### src/rtl/sar_search_4bit.sv
`default_nettype none
// ============================================================================
//  Module   : sar_search_4bit
//  Purpose  : Successive-approximation controller. Drives trial values onto a
//             magnitude comparator's B input and rebuilds the unknown operand
//             A from the EQ/AGB/ALB flags, one bit per trial, MSB first.
//  Revision : 1.0 - initial release
// ============================================================================
module sar_search_4bit #(
   parameter int WIDTH = 4
) (
   input  logic             clk,
   input  logic             rst_n,
   input  logic             start,
   input  logic             cmp_eq,
   input  logic             cmp_agb,
   input  logic             cmp_alb,
   output logic [WIDTH-1:0] guess,
   output logic             busy,
   output logic             done,
   output logic [WIDTH-1:0] result,
   output logic             found,
   output logic             err
);

   localparam int IDX_W = (WIDTH > 1) ? $clog2(WIDTH) : 1;

   localparam logic [WIDTH-1:0] C_MSB     = WIDTH'(1) << (WIDTH - 1);
   localparam logic [IDX_W-1:0] C_TOP_IDX = IDX_W'(WIDTH - 1);

   typedef enum logic [1:0] {
      S_IDLE   = 2'd0,
      S_SETTLE = 2'd1,
      S_EVAL   = 2'd2,
      S_DONE   = 2'd3
   } state_t;

   state_t           r_state;
   logic [IDX_W-1:0] r_index;

   logic [WIDTH-1:0] w_cur_mask;
   logic [WIDTH-1:0] w_next_mask;
   logic [WIDTH-1:0] w_trial;
   logic             w_flags_ok;

   // Bit currently under test, and the next lower bit to try.
   assign w_cur_mask  = WIDTH'(1) << r_index;
   assign w_next_mask = w_cur_mask >> 1;

   // A below the guess means the trial bit was too large: drop it.
   assign w_trial = cmp_alb ? (guess & ~w_cur_mask) : guess;

   // Exactly one flag high: odd parity rules out two set, the AND rules out three.
   assign w_flags_ok = (cmp_eq ^ cmp_agb ^ cmp_alb) & ~(cmp_eq & cmp_agb & cmp_alb);

   // Search state machine; every output is registered here.
   always_ff @(posedge clk or negedge rst_n) begin
      if (!rst_n) begin
         r_state <= S_IDLE;
         r_index <= C_TOP_IDX;
         guess   <= '0;
         result  <= '0;
         found   <= 1'b0;
         err     <= 1'b0;
         busy    <= 1'b0;
         done    <= 1'b0;
      end else begin
         done <= 1'b0;
         case (r_state)
            S_IDLE: begin
               if (start) begin
                  guess   <= C_MSB;
                  r_index <= C_TOP_IDX;
                  found   <= 1'b0;
                  err     <= 1'b0;
                  busy    <= 1'b1;
                  r_state <= S_SETTLE;
               end
            end

            // Comparator needs one cycle to see the new guess.
            S_SETTLE: begin
               r_state <= S_EVAL;
            end

            S_EVAL: begin
               if (!w_flags_ok) begin
                  err     <= 1'b1;
                  result  <= '0;
                  found   <= 1'b0;
                  busy    <= 1'b0;
                  done    <= 1'b1;
                  r_state <= S_DONE;
               end else if (cmp_eq) begin
                  result  <= guess;
                  found   <= 1'b1;
                  busy    <= 1'b0;
                  done    <= 1'b1;
                  r_state <= S_DONE;
               end else if (r_index == '0) begin
                  // Only reachable for A == 0; value is inferred, not confirmed.
                  result  <= w_trial;
                  found   <= 1'b0;
                  busy    <= 1'b0;
                  done    <= 1'b1;
                  r_state <= S_DONE;
               end else begin
                  guess   <= w_trial | w_next_mask;
                  r_index <= r_index - IDX_W'(1);
                  r_state <= S_SETTLE;
               end
            end

            S_DONE: begin
               r_state <= S_IDLE;
            end

            default: begin
               r_state <= S_IDLE;
               busy    <= 1'b0;
            end
         endcase
      end
   end

endmodule
`default_nettype wire

### config.mk
export PLATFORM = sky130hd
export DESIGN_NAME = sar_search_4bit
export DESIGN_NICKNAME = d
export VERILOG_FILES = /design/src/rtl/sar_search_4bit.sv
export SDC_FILE = /design/constraint.sdc
export NUM_CORES = 1
export LEC_CHECK = 0
export CAP_MARGIN = 20
export CORE_MARGIN = 4
export CORE_UTILIZATION = 35
export CTS_CLUSTER_DIAMETER = 150
export DETAILED_ROUTE_END_ITERATION = 10
export GPL_TIMING_DRIVEN = 0
export MAX_ROUTING_LAYER = met4
export PLACE_DENSITY_LB_ADDON = 0.3
export REMOVE_ABC_BUFFERS = 1
export SLEW_MARGIN = 20
export SYNTH_ARGS = -nofsm -noshare
export SYNTH_HDL_FRONTEND = slang
export SYNTH_SLANG_ARGS = --single-unit
### constraint.sdc
create_clock -name clk -period 1.9 [get_ports clk]
set_input_delay 0.19 -clock clk [delete_from_list [all_inputs] [get_ports clk]]
set_output_delay 0.19 -clock clk [all_outputs]
set_load 0.01 [all_outputs]
==> tab_implementation.tex <==
\begin{tabular}{lr}
\hline
Metric & Value \\
\hline
\multicolumn{2}{l}{\textbf{Detailed routing}} \\
\quad Wire length on met3 & 92 µm \\
\quad Top routing layer used & met4 \\
\quad Detailed router's first-iteration violation count & 10 \\
\quad Detailed-route wire length on metal 1 & 843 µm \\
\quad DRC & 0 \\
\quad Routed vias & 683 \\
\quad Antenna-violating nets left & 0 \\
\quad Detailed Routing Iterations Pass 1 & 4 \\
\quad Number of vias per cell after detailed routing & $\sim$5.1 \\
\quad Final routed wire length divided by cell count & between 10 and 15 µm \\
\quad Metal2 WL & roughly 800 µm \\
\quad DRT Wirelength & between 1.5 and 2 mm \\
\multicolumn{2}{l}{\textbf{Layout}} \\
\quad Final std cells w/o fill & 135 \\
\quad Signed area change from the synthesized netlist to the final layout & 33.2\% \\
\quad Final nets & about 120 \\
\quad Share of cells above drive strength 1 & 0.168 \\
\quad \# fillers & 218 \\
\quad Antenna diode count & 0 \\
\multicolumn{2}{l}{\textbf{Power and ir drop}} \\
\quad Power Total & $\sim$0.0014 W \\
\quad PD cells & 1270 nW/µm² \\
\quad Maximum ir drop on the vdd rail & 0.000637 V \\
\quad Leakage Power & 0.474 nW \\
\multicolumn{2}{l}{\textbf{Clock network}} \\
\quad Clk buf depth & 2 \\
\quad Clock buffer count from CTS & 3 \\
\quad Clk pin slew, worst setup/hold paths & roughly 0.10 ns \\
\quad Clock root cell & clkbuf\_4 \\
\quad CTS tree & done \\
\quad \# clock sinks & 16 \\
\quad Insertion delay to the later sink of the worst-skew pair & approximately 0.29 ns \\
\quad H-tree levels & 1 \\
\quad Number of buffers inserted for hold repair after clock tree synthesis & 0 \\
\multicolumn{2}{l}{\textbf{Timing}} \\
\quad Clock period minus final worst setup slack & about 1.8 ns \\
\quad Max-slew violation count & 0 \\
\quad Upper clock frequency limit & 546 MHz \\
\quad Worst-Margin Slew & between 0.7 and 0.8 ns \\
\quad Share of the clock period used by the worst path after layout & 0.965 \\
\quad Setup skew after layout & between 0.005 and 0.006 ns \\
\quad Slew margin rel. & 0.520 \\
\quad Hold slack & 0.323 ns \\
\quad Number of hold-slack violations in the final timing report & 0 \\
\quad Final setup vio count & 0 \\
\quad Setup repair after global routing missed its margin & no \\
\multicolumn{2}{l}{\textbf{Placement}} \\
\quad Count of input and output buffers & 17 \\
\quad Placed wire-length estimate after detailed placement & about 1.3 mm \\
\quad Gp weighted congestion & $\sim$0.85 \\
\quad Number of placed instances, taps included & 128 \\
\multicolumn{2}{l}{\textbf{Critical path}} \\
\quad Critical Path Source Type & register \\
\quad Critical path endpoint category & register \\
\quad Crit path buffers/inverters & 1 \\
\quad Arrival time worst endpoint & just over 2 ns \\
\quad Delay-heaviest family, CP & simple AND/OR/NAND/NOR gates \\
\quad Class of the most critical setup path & register to register \\
\quad Critical-path maximum fanout & 6 \\
\quad Required arrival time at the worst endpoint & $\sim$2.1 ns \\
\quad Crit-path slowest cell & dfstp\_2 \\
\quad Ordered cell list for the critical path & inv\_2 -> ha\_4 -> or4b\_4 -> a32o\_2 -> nand2\_1 -> o21ai\_1 \\
\quad Highest cell delay on the worst timing path & between 0.5 and 0.6 ns \\
\multicolumn{2}{l}{\textbf{Floorplanning}} \\
\quad Top-level port count & 18 \\
\quad Height of the die & between 50 and 60 µm \\
\quad Placeable Area & roughly 2200 µm² \\
\quad X dimension of the die & around 57 µm \\
\quad Floorplan die area & approximately 3200 µm² \\
\quad Rows & 17 \\
\quad Initial Util & 0.371 \\
\multicolumn{2}{l}{\textbf{Synthesis}} \\
\quad Number of flip-flops and latches in the synthesized netlist & 16 \\
\quad Most frequently used cell type in the post-synthesis netlist & nand2\_1 \\
\quad Number of enable flip-flop cells after synthesis & 0 \\
\quad Post-synthesis area per instance & approximately 10 µm² \\
\quad Top cells by area in the synthesized netlist & dfrtp\_1 (42\%), nand2\_1 (8.2\%), ha\_1 (7.6\%), dfstp\_2 (6.3\%), o2bb2ai\_1 (5.3\%) \\
\quad Most instantiated cells after synthesis & nand2\_1 (18), dfrtp\_1 (14), o21ai\_0 (6) \\
\quad Flip-flop cell with the highest count after synthesis & dfrtp\_1 \\
\quad Cell count after synthesis & between 80 and 90 \\
\quad Post-synthesis async set-or-reset flop share & 1.00 \\
\quad Synth area leader & dfrtp\_1 \\
\quad Portion of synthesized cell area occupied by the leading cell type & 0.423 \\
\quad Yosys synthesis warning count & 0 \\
\quad Post-synthesis instance area & 828 µm² \\
\quad Distinct cells, synth & 24 \\
\quad Share of synthesized area occupied by flip-flops and latches & 0.486 \\
\multicolumn{2}{l}{\textbf{Hold path}} \\
\quad Worst hold path class & primary input to async pin \\
\multicolumn{2}{l}{\textbf{Global routing}} \\
\quad Largest net degree at the start of global routing & 17 \\
\quad Number of global-route vias before repair & between 600 and 700 \\
\quad Wire length of the first global-routing pass & 3.04 mm \\
\quad Initial antenna violation count & 0 \\
\quad Aggregate global routing overflow & 0 \\
\quad Global routing usage summed across all routing layers & 0.125 \\
\multicolumn{2}{l}{\textbf{Flow run}} \\
\quad Max-capacitance violation count & 0 \\
\multicolumn{2}{l}{\textbf{Run status}} \\
\quad Status & finished clean \\
\hline
\end{tabular}
## per-stage QoR
step	utilization	setup TNS [ns]	setup slack, ns	area (µm²)
after global placement	0.461	-3.98	-0.358	1030
after detailed placement	0.461	-4.06	-0.364	1030
final	0.494	0	0.0669	1100
after floorplan	-	0	0.0218	823
after CTS	0.484	0	0.0141	1080
after global routing	0.494	0	0.00463	1100
## layout by cell type (no fill, tap or decap), types with 2 or more instances in the layout
| master | instances |
|---|---|
| clkdlybuf4s50_1 | 16 |
| nor2b_1 | 4 |
| clkbuf_4 | 3 |
| dfrtp_1 | 14 |
| o211ai_1 | 2 |
| nand2_1 | 18 |
| o21ai_0 | 6 |
| inv_1 | 2 |
| ha_1 | 4 |
| o2bb2ai_1 | 5 |
| a21oi_1 | 5 |
| inv_2 | 2 |
| o21ai_1 | 3 |
| nor2_1 | 4 |
| dfstp_2 | 2 |
| buf_4 | 3 |
## layer usage
| metal | track usage | vias to the layer above |
|---|---|---|
| li1 | - | 340 |
| met1 | 0.160 | 326 |
| met2 | 0.180 | 15 |
| met3 | 0.0483 | 2 |
| met4 | 0.0407 | 0 |
| met5 | - | - |
## logic make-up (layout without fill, tap and decap cells)
group | after synthesis | count (layout) | synth area share
AOI/OAI and AO/OA | 24 | 24 | 0.201
buffers and inverters | 5 | 28 | 0.0242
DFF | 16 | 16 | 0.486
and+or+nand+nor | 33 | 33 | 0.201
adders and majority gates | 5 | 5 | 0.0755
muxes | 1 | 1 | 0.0121
## state kept, by name, summed over array words and instances, names as in the netlist
signal / cells
r_state: 2
found: 1
guess: 4
busy: 1
result: 4
done: 1
r_index: 2
err: 1
## worst reg2reg max path: cells and delay by family (launching register included)
kind / cells / cell delay [ns]
buffers and inverters: 1 / 0.06
DFF: 1 / 0.57
adders and majority gates: 1 / 0.18
and+or+nand+nor: 2 / 0.59
AOI/OAI and AO/OA: 2 / 0.33
## power by group
part / leakage (nW) / internal (W) / switching [W]
Clock: 0.0210 / 0.000117 / 0.000108
Combinational: 0.252 / 0.000310 / 0.000288
Sequential: 0.201 / 0.000464 / 0.000110
## worst paths after layout
kind                                   to  slack [ns]        from  cells after the start
max in group asynchronous            done        1.12       rst_n                      1
worst max register to register   guess[2]        0.07  r_index[1]                      6
worst max-delay path             guess[2]        0.07  r_index[1]                      6
worst min-delay path            result[1]        0.32       rst_n                      1
min in group clk                result[3]        0.50   result[3]                      1
worst min register to register  result[3]        0.50   result[3]                      1
## area by class of cell
type	instances	area [µm²]	area share
Timing Repair Buffer	20	191	0.173
Multi-Input combinational cell	63	423	0.383
Tap cell	28	35.0	0.0317
Sequential cell	16	403	0.365
Inverter	4	15.0	0.0136
Clock buffer	4	36.3	0.0329
## timing repair
action	4_1_cts	5_1_grt
setup buffers	0	3
gates cloned	0	0
resized for setup	6	1
setup endpoints to repair	11	5
pin swaps	1	2
Note: power is estimated with default switching activity, not from simulation.
==> RTL edit: new RTL, same settings <==
Put one more register stage on the output `guess`, without a reset. The value now appears one clock later. The other outputs are not delayed to match. Comments in the files are not updated.
--- a/src/rtl/sar_search_4bit.sv
+++ b/src/rtl/sar_search_4bit.sv
@@ -35,6 +35,8 @@
       S_DONE   = 2'd3
    } state_t;
 
+   logic [WIDTH-1:0] guess_s0;
+
    state_t           r_state;
    logic [IDX_W-1:0] r_index;
 
@@ -48,7 +50,7 @@
    assign w_next_mask = w_cur_mask >> 1;
 
    // A below the guess means the trial bit was too large: drop it.
-   assign w_trial = cmp_alb ? (guess & ~w_cur_mask) : guess;
+   assign w_trial = cmp_alb ? (guess_s0 & ~w_cur_mask) : guess_s0;
 
    // Exactly one flag high: odd parity rules out two set, the AND rules out three.
    assign w_flags_ok = (cmp_eq ^ cmp_agb ^ cmp_alb) & ~(cmp_eq & cmp_agb & cmp_alb);
@@ -58,7 +60,7 @@
       if (!rst_n) begin
          r_state <= S_IDLE;
          r_index <= C_TOP_IDX;
-         guess   <= '0;
+         guess_s0 <= '0;
          result  <= '0;
          found   <= 1'b0;
          err     <= 1'b0;
@@ -69,7 +71,7 @@
          case (r_state)
             S_IDLE: begin
                if (start) begin
-                  guess   <= C_MSB;
+                  guess_s0 <= C_MSB;
                   r_index <= C_TOP_IDX;
                   found   <= 1'b0;
                   err     <= 1'b0;
@@ -92,7 +94,7 @@
                   done    <= 1'b1;
                   r_state <= S_DONE;
                end else if (cmp_eq) begin
-                  result  <= guess;
+                  result  <= guess_s0;
                   found   <= 1'b1;
                   busy    <= 1'b0;
                   done    <= 1'b1;
@@ -105,7 +107,7 @@
                   done    <= 1'b1;
                   r_state <= S_DONE;
                end else begin
-                  guess   <= w_trial | w_next_mask;
+                  guess_s0 <= w_trial | w_next_mask;
                   r_index <= r_index - IDX_W'(1);
                   r_state <= S_SETTLE;
                end
@@ -123,6 +125,10 @@
       end
    end
 
+   always_ff @(posedge clk) begin
+      guess <= guess_s0;
+   end
+
 endmodule
 `default_nettype wire
 
Formal check against the unedited RTL: not equivalent (a bounded check fails within 4 cycles, from zero or initial values and one cycle with rst_n low).
==> RTL edit against the original RTL <==
  * Non-clock buffer count down 1
  * Routed wire length decreased by 3.1%
  * Combinational power decreased by 6.2%
  * Fmax up 2.0%
  * Power is 14% higher
  * Sequential cell count increased by 4
  * Cell area up 4.9%
  * Setup slack gained 0.036 ns
  * Synthesized area increased by 5.3%
  * Utilization up 0.97 points
  * Critical endpoint is now r_index[1]
==> RTL edit: results (changes against the original RTL) <==
| Quantity | This run | vs unedited |
|---|---|---|
| Wire length of the first global-routing pass | 2.82 mm | -7.3% |
| Critical Path AT | 2.04 ns | +0.02 ns |
| Power consumed by the clock network | 0.355 mW | +58% |
| Registers with the most flip-flops | guess (4), guess_s0 (4), result (4) |  |
| Status | complete, no violations |  |
| Async S/R FF share, synth | 80.0% | -20 points |
| Relative area of clock buffers and inverters in the final design | 4.54% | +1.3 points |
| Min Clock Period, post-route | 1.80 ns | -0.0357 ns |
| Via count of the first global-routing pass | 604 | -8.9% |
| Source-to-sink clock delay at the later pin of the worst-skew pair | 0.31 ns | +0.02 ns |
| Sequential cell area fraction in the yosys report | 55.4% | +6.7 points |
| NumNets Final | 110 | -7.6% |
| Maximum resistive drop on vdd | 0.000949 V | +49% |
| Signal buffers share of area | 15.6% | -1.8 points |
| Combinational gate power | 0.561 mW | -6.2% |
| Leak pwr | 0.504 nW | +6.2% |
| Met2 GRT Util | 16.1% | -1.9 points |
| Post-placement cell count | 120 | -6.3% |
| Reg-to-reg slack, setup | 0.18 ns | +0.11 ns |
| Instance area after placement | 1080 um^2 | +4.7% |
| Worst clock skew | 0.00996 ns | +0.00397 ns |
| Met1 track demand over resource | 14.5% | -1.5 points |
| R2R Path Start | r_index[0] |  |
| Fraction of area in multi-input gates | 33.2% | -5.1 points |
| Final design area excluding fillers | 1160 um^2 | +4.9% |
| Areal power density over the cells | 1370 nW/um^2 | +8.5% |
-- RTL edit: cell count changes after synthesis, sizes merged, moves of 3 or more --
cell / before / now
nor2b: 4 / 1
nor3: 0 / 3
nand2: 18 / 4
o2bb2ai: 5 / 0
dfxtp: 0 / 4
o21ai: 9 / 4
o31ai: 0 / 3
-- RTL edit: worst max-delay path, cell delays in order --
cell	delay, ns
sky130_fd_sc_hd__clkdlybuf4s50_1	0.49
sky130_fd_sc_hd__ha_4	0.20
sky130_fd_sc_hd__or3b_4	0.39
sky130_fd_sc_hd__a2111oi_4	0.38
sky130_fd_sc_hd__buf_4	0.20
sky130_fd_sc_hd__nor3_1	0.05
sky130_fd_sc_hd__a21oi_1	0.13
-- RTL edit: kinds of logic (layout without fill, tap and decap cells) --
group / count (synthesis) / count (layout) / share of synthesized area (%)
AOI/OAI and AO/OA: 23 / 23 / 22.2
adders and majority gates: 5 / 5 / 7.17
buffers and inverters: 6 / 29 / 2.58
DFF: 20 / 20 / 55.4
and+or+nand+nor: 21 / 21 / 12.6
